<file path="config.mk">
export PLATFORM = sky130hd
export DESIGN_NAME = muldiv_iter
export DESIGN_NICKNAME = d
export VERILOG_FILES = /design/src/rtl/muldiv_iter.sv
export SDC_FILE = /design/constraint.sdc
export NUM_CORES = 1
export LEC_CHECK = 0
export CELL_PAD_IN_SITES_DETAIL_PLACEMENT = 0
export CELL_PAD_IN_SITES_GLOBAL_PLACEMENT = 1
export CORE_MARGIN = 1
export CORE_UTILIZATION = 50
export CTS_CLUSTER_SIZE = 8
export DETAILED_ROUTE_END_ITERATION = 10
export GPL_ROUTABILITY_DRIVEN = 0
export PLACE_DENSITY_LB_ADDON = 0.1
export SETUP_SLACK_MARGIN = 0.5
export SLEW_MARGIN = 20
export SYNTH_ARGS = -nofsm -noshare
export SYNTH_HDL_FRONTEND = slang
export SYNTH_SLANG_ARGS = --single-unit
</file>
<file path="constraint.sdc">
create_clock -name clk_core -period 12.25 [get_ports clk_core]
set_clock_uncertainty 0.15 [all_clocks]
set_input_delay 1.225 -clock clk_core [delete_from_list [all_inputs] [get_ports clk_core]]
set_output_delay 1.225 -clock clk_core [all_outputs]
set_load 0.005 [all_outputs]
</file>
<file path="src/rtl/muldiv_iter.sv">
// Iterative RISC-V M-extension multiply/divide unit: shift-add multiply (MUL_STEP bits/cycle),
// restoring divide (1 bit/cycle), single-cycle divide-by-zero and overflow results.
module muldiv_iter #(
    parameter int XLEN     = 32,
    parameter int MUL_STEP = 4
) (
    input  logic            clk_core,
    input  logic            reset_n,
    input  logic            go,
    input  logic            kill,
    input  logic [2:0]      op,
    input  logic [XLEN-1:0] a,
    input  logic [XLEN-1:0] b,
    output logic            busy,
    output logic            done,
    output logic [XLEN-1:0] result
);

    localparam int CW = $clog2(XLEN + 1);
    localparam int MW = XLEN + MUL_STEP;
    localparam int AW = 2 * XLEN;
    localparam logic [CW-1:0]   MUL_CYCLES = CW'(XLEN / MUL_STEP);
    localparam logic [CW-1:0]   DIV_CYCLES = CW'(XLEN);
    localparam logic [XLEN-1:0] MOST_NEG   = {1'b1, {(XLEN-1){1'b0}}};

    typedef enum logic [2:0] {ST_IDLE, ST_MUL, ST_DIV, ST_FIXUP, ST_DONE} state_t;

    state_t          state_q, state_d;
    logic [CW-1:0]   count_q;
    logic [AW-1:0]   acc_q;
    logic [XLEN-1:0] opnd_q;
    logic [2:0]      op_q;
    logic            sign_a_q, sign_b_q;

    logic            is_div, signed_a, signed_b, neg_a, neg_b;
    logic            div_zero, div_ovf, special;
    logic [XLEN-1:0] mag_a, mag_b, special_res;

    // NOTE: every always_comb output gets a default first so no path infers a latch.
    always_comb begin
        is_div      = op[2];
        signed_a    = is_div ? ~op[0] : (op[1:0] == 2'b01 || op[1:0] == 2'b10);
        signed_b    = is_div ? ~op[0] : (op[1:0] == 2'b01);
        neg_a       = signed_a & a[XLEN-1];
        neg_b       = signed_b & b[XLEN-1];
        mag_a       = neg_a ? -a : a;
        mag_b       = neg_b ? -b : b;
        div_zero    = (b == '0);
        div_ovf     = ~op[0] && (a == MOST_NEG) && (b == '1);
        special     = is_div && (div_zero || div_ovf);
        special_res = op[1] ? '0 : a;
        if (div_zero) special_res = op[1] ? a : '1;
    end

    // Multiplier lives in the low half of acc and is consumed as the product shifts in.
    logic [MUL_STEP-1:0] mul_digit;
    logic [MW-1:0]       mul_sum;
    logic [AW-1:0]       mul_next;
    logic [XLEN:0]       rem_shift;
    logic                div_ok;
    logic [XLEN-1:0]     rem_next;
    logic [AW-1:0]       div_next;
    logic [AW-1:0]       prod_fix;
    logic [XLEN-1:0]     quot_fix, rem_fix, fix_res;

    always_comb begin
        mul_digit = acc_q[MUL_STEP-1:0];
        mul_sum   = MW'(acc_q[AW-1:XLEN]) + MW'(opnd_q) * MW'(mul_digit);
        mul_next  = AW'({mul_sum, acc_q[XLEN-1:0]} >> MUL_STEP);

        rem_shift = {acc_q[AW-1:XLEN], acc_q[XLEN-1]};
        div_ok    = (rem_shift >= {1'b0, opnd_q});
        rem_next  = div_ok ? XLEN'(rem_shift - {1'b0, opnd_q}) : rem_shift[XLEN-1:0];
        div_next  = {rem_next, acc_q[XLEN-2:0], div_ok};

        prod_fix  = (sign_a_q ^ sign_b_q) ? -acc_q : acc_q;
        quot_fix  = (sign_a_q ^ sign_b_q) ? -acc_q[XLEN-1:0] : acc_q[XLEN-1:0];
        rem_fix   = sign_a_q ? -acc_q[AW-1:XLEN] : acc_q[AW-1:XLEN];
        if (op_q[2])
            fix_res = op_q[1] ? rem_fix : quot_fix;
        else if (op_q[1:0] == 2'b00)
            fix_res = prod_fix[XLEN-1:0];
        else
            fix_res = prod_fix[AW-1:XLEN];
    end

    always_comb begin
        state_d = state_q;
        unique case (state_q)
            ST_IDLE:  if (go) state_d = !is_div ? ST_MUL : (special ? ST_DONE : ST_DIV);
            ST_MUL,
            ST_DIV:   if (count_q == CW'(1)) state_d = ST_FIXUP;
            ST_FIXUP: state_d = ST_DONE;
            ST_DONE:  state_d = ST_IDLE;
            default:  state_d = ST_IDLE;
        endcase
        if (kill) state_d = ST_IDLE;
    end

    // NOTE: sequential state uses non-blocking assignments so every register samples pre-edge values.
    always_ff @(posedge clk_core or negedge reset_n) begin
        if (!reset_n) state_q <= ST_IDLE;
        else          state_q <= state_d;
    end

    always_ff @(posedge clk_core or negedge reset_n) begin
        if (!reset_n) begin
            count_q  <= '0;
            acc_q    <= '0;
            opnd_q   <= '0;
            op_q     <= '0;
            sign_a_q <= 1'b0;
            sign_b_q <= 1'b0;
            result   <= '0;
        end else if (kill) begin
            count_q <= '0;
        end else begin
            unique case (state_q)
                ST_IDLE: if (go) begin
                    op_q     <= op;
                    sign_a_q <= neg_a;
                    sign_b_q <= neg_b;
                    if (!is_div) begin
                        acc_q   <= {{XLEN{1'b0}}, mag_b};
                        opnd_q  <= mag_a;
                        count_q <= MUL_CYCLES;
                    end else if (special) begin
                        result  <= special_res;
                    end else begin
                        acc_q   <= {{XLEN{1'b0}}, mag_a};
                        opnd_q  <= mag_b;
                        count_q <= DIV_CYCLES;
                    end
                end
                ST_MUL: begin
                    acc_q   <= mul_next;
                    count_q <= count_q - CW'(1);
                end
                ST_DIV: begin
                    acc_q   <= div_next;
                    count_q <= count_q - CW'(1);
                end
                ST_FIXUP: result <= fix_res;
                default: ;
            endcase
        end
    end

    assign busy = (state_q != ST_IDLE);
    assign done = (state_q == ST_DONE);

endmodule

</file>
==> impl_summary.md, run 1 <==
Logic synthesis
Of the synthesized area, sequential elements account for 19.5%. Counting flops and latches in the post-synthesis netlist gives 142. The dominant register cell in the synthesized netlist is dfrtp_1.

When the netlist entered floorplanning its net count stood at 2665. The count of warnings emitted by yosys is 0. For this run, asynchronously set or reset flops after synthesis account for 100%. Yosys mapped a number of flops with a built-in enable equal to 0. The number of instances in the synthesized netlist is 2418. The mean instance size in the synthesized netlist is 7.53 sq um. The post-synthesis cell type count is 75. In this run the cell area of the synthesized design comes to 18200 sq um.

Setup path
Of all nets on the critical path, the largest fanout is 29. The critical path goes through inv_1 > nor2_1 > fa_1 > fa_1 > inv_1 > fa_1 > inv_1 > ha_1 > a2111o_1 > o211ai_1 > a21oi_1 > o21ai_0 > a21oi_1 > a221oi_1 > xnor2_1 > nand3_1 > o211ai_1. The number of buffers and inverters on the critical path is 3.

In this run the critical register-to-register path is launched from acc_q[1]$_DFFE_PN0P_. STA puts the critical path data arrival time at 6.45 ns. The source of the critical timing path is acc_q[1]$_DFFE_PN0P_. The slowest cell on the critical path is inv_1. The top cell family by delay on the critical path is compound AO/OA/AOI/OAI gates.

STA classifies the critical path startpoint as a register. The critical setup path kind is register to register. At the worst endpoint, the required time is 12.47 ns. The capturing element type of the critical path is a register. The largest single stage delay on the critical path is 0.80 ns.

Clock network
For this design, the CTS-stage hold fixing added 0 buffers. The clock tree from TritonCTS is built. The master cell of the clock root buffer is clkbuf_16. The clock sink count is 142.

In this run the post-CTS setup repair buffer count came out at 0. The clock passes through at most 2 buffers. The source-to-sink clock delay at the later pin of the worst-skew pair is 0.46 ns. Clock-pin slew was measured on the worst setup and hold paths at 0.07 ns.

The total clock buffers created by CTS is 17. The H-tree was split into 4 levels. The number of gates given a new drive strength after cts is 0.

Global route
The met3 demand-to-capacity share in global routing is 6.86%. The wire length of the first global-routing pass is 104000 um. Global routing used 59.6% of the available met2 tracks. The global route total overflow is 0. For this run, global-route usage on met1 was measured as 49.5%. met2 is the most crowded layer. In the global route stage, overall resource usage came out at 37.6%.

The initial antenna violation count is 1. The via count of the first global-routing pass was 17524. The pin count of the biggest net entering global routing is 75.

Floorplanning
The die is 193 um tall. The core region is 35700 sq um. During I/O placement, the number of pins put on the boundary was 105.

The die width is 193 um. The floorplan step defined a die boundary enclosing 37200 sq um. The number of cell rows is 69.

The starting density of the core is 51.0%.

Cells and area
The final net count is 2649. The final core area utilization is 55.9%. The library cell used most frequently in the layout, excluding fill and tap cells, is nand2_1. Of the cells placed in the final design, the portion with a size suffix greater than 1 is 3.77%. In the layout the commonest cells are nand2_1, o21ai_0, nor2_1, inv_1, a21oi_1.

Relative to the synthesized area, the layout overhead comes to 9.64%. The final antenna diode count is 0.

Power and ir drop
Of the total power, combinational logic draws 74.2%. The power density over the cells is 274 nW/um^2. The sequential fraction of design power is 16.1%.

Internal power comes to 2.48 mW. The reported net switching power is 3.00 mW. The switching share of power is 54.7%. The clock network accounts for 9.7% of the total power. The maximum vdd ir drop is 124 uV. Summed over all cells, the static leakage comes to 8.49 nW. The total design power is 5.48 mW.

Min path
The beginning of the worst hold path is result[30]$_DFFE_PN0P_. The class of the worst hold path is register to register.

STA
In the finished design, the share of the clock period the worst path needs comes to 50.8%. Adding up every negative setup slack in the final design gives 0 ns. Setup violations remaining at the end of the flow were counted as 0. The shortest period the worst path allows is 6.22 ns. The max-slew violation count is 0. The actual transition at the worst max-transition pin is 1.20 ns. The final hold violation count is 0.

The maximum clock rate is 0.161 GHz. The tightest slew margin relative to the limit is 18.1%. Setup repair after global routing left no endpoint under its margin.

Place
The half-perimeter wire length after placement is 53800 um. In this run the tool buffered the top-level ports with 104 buffer cells.

Drt
The first TritonRoute pass finished after 7 iterations. The initial detailed-routing violation count is 2079. In this run the remaining antenna-violating nets after routing total 0. The average wire per standard cell is 23.8 um.

The count of vias placed by the detailed router is 18408. For this run, design rule violations remaining after detail routing come to 0. After detailed routing, the number of vias per cell comes to 6.40. The total length of routed wires is 68300 um.

Status
The run finished with clean final reports.

Flow run
The number of maximum-capacitance violations is 0.
## per-stage QoR
stage | area, sq um | worst slack [ns] | hold WS [ns] | instances
after global routing | 20000 | 5.59 | 0.353 | 2875
after CTS | 20000 | 6.04 | 0.336 | 2875
after global placement | 19400 | 6.21 | 0.315 | 2844
after floorplan | 18200 | 6.99 | 0.322 | 2418
final | 20000 | 6.03 | 0.328 | 2875
after detailed placement | 19400 | 6.04 | 0.321 | 2844
## cell type report
cell class | count | area (sq um)
inverters | 213 | 800
clock buffers | 18 | 439
well taps | 461 | 577
repair buffers | 125 | 1190
fillers | 3477 | 15800
multi-input cells | 1903 | 13300
clock inverters | 13 | 128
flip-flops and latches | 142 | 3550
## sequential cells by signal, indices dropped and copies added, names as in the netlist
| register | count |
|---|---|
| acc_q | 64 |
| count_q | 6 |
| opnd_q | 32 |
| sign_b_q | 1 |
| state_q | 3 |
| sign_a_q | 1 |
| op_q | 3 |
| result | 32 |
## per-layer routing
| metal | share of wire (%) | wire (um) |
|---|---|---|
| met1 | 42 | 28800 |
| met2 | 45 | 30700 |
| met3 | 7.9 | 5400 |
| met4 | 5.1 | 3470 |
| met5 | 0.013 | 9 |
## cells in the mapped netlist, drive strengths merged, types with 15 or more instances
| master | number | area [sq um] |
|---|---|---|
| and3 | 15 | 93.8 |
| o22ai | 15 | 93.8 |
| o21ai | 229 | 1150 |
| nor2 | 216 | 811 |
| a221oi | 26 | 228 |
| mux2i | 17 | 170 |
| nor4 | 23 | 144 |
| or3 | 25 | 156 |
| o211ai | 27 | 203 |
| xnor2 | 117 | 1020 |
| dfrtp | 142 | 3550 |
| nand4 | 27 | 169 |
| a222oi | 23 | 230 |
| a21o | 39 | 293 |
| fa | 92 | 1840 |
| and2 | 69 | 432 |
| inv | 211 | 792 |
| nand2b | 20 | 125 |
| o31ai | 25 | 193 |
| a22oi | 16 | 120 |
| a211oi | 21 | 158 |
| nor3 | 40 | 200 |
| nand2 | 244 | 916 |
| o21a | 22 | 165 |
| buf | 24 | 125 |
| xor2 | 74 | 648 |
| maj3 | 29 | 290 |
| nand3 | 18 | 90.1 |
| clkbuf | 136 | 510 |
| ha | 84 | 1050 |
| a21oi | 187 | 936 |
| a31oi | 31 | 194 |
## worst reg2reg max path: stages, from the launching register on
cell and delay, ns:
dfrtp_1 0.51, inv_1 0.80, nor2_1 0.16, fa_1 0.49, fa_1 0.55, inv_1 0.06
fa_1 0.49, inv_1 0.04, ha_1 0.38, a2111o_1 0.47, o211ai_1 0.29, a21oi_1 0.16
o21ai_0 0.62, a21oi_1 0.23, a221oi_1 0.38, xnor2_1 0.16, nand3_1 0.09, o211ai_1 0.12
## cell families (layout without fill, tap and decap cells)
group	Yosys count	after routing	share of synthesized area [%]
buf+inv	373	369	7.88
flops	142	142	19.5
fa+ha+maj	205	205	17.5
compound gates	741	741	25.6
xor+xnor	191	191	9.18
mux	19	19	1.06
simple gates	747	747	19.3
## power by group through the flow
stage / Sequential (mW) / Clock (mW) / Combinational [mW]
floorplan: 0.707 / 0 / 3.07
global placement: 0.869 / 0 / 3.90
detailed placement: 0.874 / 0 / 3.95
CTS: 0.866 / 0.534 / 3.97
global route: 0.893 / 0.551 / 4.48
finish: 0.882 / 0.533 / 4.06
## path summary, 6_finish.rpt
kind / end / slack (ns) / cells after the start
worst max-delay path: acc_q[60]$_DFFE_PN0P_ / 6.03 / 17
min in group asynchronous: count_q[2]$_DFFE_PN0P_ / 0.62 / 1
worst min register to register: result[30]$_DFFE_PN0P_ / 0.33 / 2
worst min-delay path: result[30]$_DFFE_PN0P_ / 0.33 / 2
max in group asynchronous: sign_b_q$_DFFE_PN0P_ / 9.91 / 2
worst max register to register: acc_q[60]$_DFFE_PN0P_ / 6.03 / 17
Power figures use the tool's default switching activity.
==> run 2, diff against run 1 <==
CORE_UTILIZATION = 42   (was 50)
clock period = 5.4 ns   (was 12.25 ns; I/O delays follow)
==> run 2 against run 1 <==
- die area increased by 19%
- setup slack lost 5.5 ns
- flip-flop and latch count is the same
- clock power rose by 130%
- first-iteration DRC count decreased by 1.6%
- sequential power rose by 120%
- maximum frequency increased by 26%
- power rose to 2.6 times the previous value
- largest cell class unchanged
- final area increased by 5.0%
- largest power group unchanged
==> impl_summary.md, run 2 (synthesis results as in run 1) <==
Clock network
The source-to-sink clock delay at the later pin of the worst-skew pair came to 0.49 ns (+0.03 ns). The total clock buffers created by CTS is 17 (unchanged). The tree is rooted in a clkbuf_16. The maximum level of the CTS H-tree came to 4 (unchanged). TritonCTS built the clock tree. The clock sink count is 142 (unchanged).

The maximum clock insertion buffer count is 2 (unchanged). The clock transition at the registers of the reported paths came to 0.07 ns (about the same).

Drt
The average wire per standard cell is 24.6 um (+3.4%). The count of vias placed by the detailed router is 18670 (+1.4%). The DRC violation count after routing was 0 (unchanged). The number of detailed-route iterations in the first pass is 7 (unchanged). The total length of routed wires came to 74700 um (+9.4%). The via density per instance is 6.14 (-4.1%). The count of nets left with antenna violations after detail routing is 0 (unchanged). The initial detailed-routing violation count is 2045 (-1.6%).

Cells and area
The layout filler cell count is 4236 (+22%). Compared with the post-synthesis result, the final layout area differs by 15.2%. The area of all placed cells without fillers was 21000 sq um (+5.0%). In the final layout, the registers with the most flip-flops are acc_q: 64 flops, opnd_q: 32 flops, result: 32 flops.

The final net count is 2699 (+1.9%). The top cell types in the final layout, fill and taps aside, are nand2_1, inv_1, nor2_1, o21ai_0, a21oi_1. The flip-flop count of the largest register, all copies and words added came to 64 (unchanged). The final core area utilization came to 49.6% (-6.3 points).

Leaving out fill and tap cells, the most frequent cell in the layout is nand2_1. The post-route non-filler standard cell count was 3041 (+5.8%). The final antenna diode count is 0 (unchanged). The register with the most flip-flops is acc_q. The fraction of layout instances using a drive strength above 1 is 8.52% (+4.8 points).

STA
The summed negative setup slack over all endpoints came to 0 ns (unchanged). The final hold violation count is 0 (unchanged). The max-slew violation count is 0 (unchanged). The shortest period the worst path allows is 4.92 ns (-1.30 ns). The tightest slew margin relative to the limit is 26.1% (+8.1 points). The fraction of the cycle the final worst path needs was 91.1% (+40 points).

The worst hold slack across all endpoints came to 0.337 ns (+0.00882 ns). The actual transition at the worst max-transition pin came to 1.11 ns (-0.0913 ns). The worst setup slack after layout came to 0.479 ns (-5.55 ns). The maximum clock rate is 0.203 GHz (+26%). The number of setup violations in the final report came to 0 (unchanged). Setup repair after global routing could not meet its margin everywhere.

Setup path
The reg-to-reg setup timing slack is 0.48 ns (-5.55 ns). The signal on the critical path passes through buf_6 > and2_1 > fa_1 > fa_1 > inv_1 > fa_1 > inv_1 > ha_4 > and3_4 > and2_1 > o211ai_1 > buf_4 > a21o_1 > and2_1 > o21a_1 > xnor2_1 > a221oi_1 > a21oi_1. The critical setup path kind is register to register. The slowest stage of the critical path is the fa_1 cell. The capturing element type of the critical path is a register. The required time at the worst-slack endpoint is 5.59 ns (-6.88 ns). The largest incremental delay on the critical path is 0.56 ns (-0.24 ns). The largest fanout on the critical path is 7 (-76%). The number of buffers and inverters on the critical path is 4 (+1). The arrival time of data at the critical path endpoint is 5.11 ns (-1.34 ns). The startpoint class of the critical path is a register. The top cell family by delay on the critical path is adder cells.

Global route
The wire length of the first global-routing pass is 113000 um (+7.8%). The global route total overflow is 0 (unchanged). The pin count of the biggest net entering global routing is 65 (-13%). The via count of the first global-routing pass is 18185 (+3.8%). The overall fraction of global-route tracks in use is 34.0% (-3.6 points). The initial antenna violation count is 2 (+1).

Status
The flow ran to the end, and the final reports show no timing, DRC or antenna violations.

Power and ir drop
The power density over the cells is 669 nW/um^2 (+140%). The total design power was 14.0 mW (+160%). The maximum vdd ir drop came to 321 uV (+160%). The reported leakage power is 8.75 nW (+3.1%).

Place
The half-perimeter wire length after placement is 58800 um (+9.4%). The count of buffers from port buffering is 104 (unchanged). The count of placed standard cells including taps is 2995 (+5.3%).

The post-place setup slack came to -0.00688 ns (-6.05 ns). The placed cell area is 19800 sq um (+2.1%).

Floorplanning
The number of cell rows is 75 (+8.7%). The starting density of the core was 43.0% (-7.9 points). The vertical extent of the die is 210 um (+9.0%). The placeable core area is 42300 sq um (+18%). The die width was 210 um (+9.0%). The full die area is 44200 sq um (+19%). The top-level port count is 105 (unchanged).

Flow run
The number of maximum-capacitance violations is 0 (unchanged).

Min path
In this run the worst hold path is classified as register to register.
==> run 2: metal layers <==
metal | wire length, um | GRT usage, %
met5 | 26 | 0
met4 | 4070 | 17.3
met3 | 5300 | 5.48
met2 | 33100 | 53.3
met1 | 32200 | 45.3
==> run 2: cell type report <==
| type | instances | area (sq um) | share of cell area [%] |
|---|---|---|---|
| Multi-Input combinational cell | 1903 | 13700 | 65.3 |
| Inverter | 213 | 800 | 3.81 |
| Clock buffer | 17 | 425 | 2.03 |
| Tap cell | 577 | 722 | 3.44 |
| Clock inverter | 14 | 155 | 0.740 |
| Sequential cell | 142 | 3560 | 16.9 |
| Timing Repair Buffer | 175 | 1620 | 7.73 |
==> run 2: final timing paths <==
kind | cells after the start | from | end
max | 18 | acc_q[3]$_DFFE_PN0P_ | acc_q[48]$_DFFE_PN0P_
min | 2 | result[31]$_DFFE_PN0P_ | result[31]$_DFFE_PN0P_
max reg2reg | 18 | acc_q[3]$_DFFE_PN0P_ | acc_q[48]$_DFFE_PN0P_
min reg2reg | 2 | result[31]$_DFFE_PN0P_ | result[31]$_DFFE_PN0P_
max in group asynchronous | 3 | reset_n | acc_q[10]$_DFFE_PN0P_
min in group asynchronous | 2 | reset_n | count_q[4]$_DFFE_PN0P_
==> run 2: worst reg2reg max path, stage by stage (launching register included) <==
cell and delay (ns):
dfrtp_2 0.49, buf_6 0.17, and2_1 0.15, fa_1 0.50, fa_1 0.56, inv_1 0.06, fa_1 0.50, inv_1 0.07
ha_4 0.29, and3_4 0.20, and2_1 0.13, o211ai_1 0.08, buf_4 0.17, a21o_1 0.16, and2_1 0.17, o21a_1 0.20
xnor2_1 0.12, a221oi_1 0.52, a21oi_1 0.08
==> run 2: where the power goes <==
group / total [mW] / internal (mW) / switching (mW)
sequential: 1.97 / 1.34 / 0.631
clock: 1.25 / 0.649 / 0.605
combinational: 10.8 / 4.38 / 6.43
total: 14.0 / 6.37 / 7.67
==> run 2: what timing repair did <==
item | CTS | global route
setup buffers | 6 | 8
hold buffers | 1 | 0
hold endpoints to repair | 40 | 0
pin swaps | 8 | 45
setup endpoints to repair | 19 | 19
gates resized for setup | 43 | 76
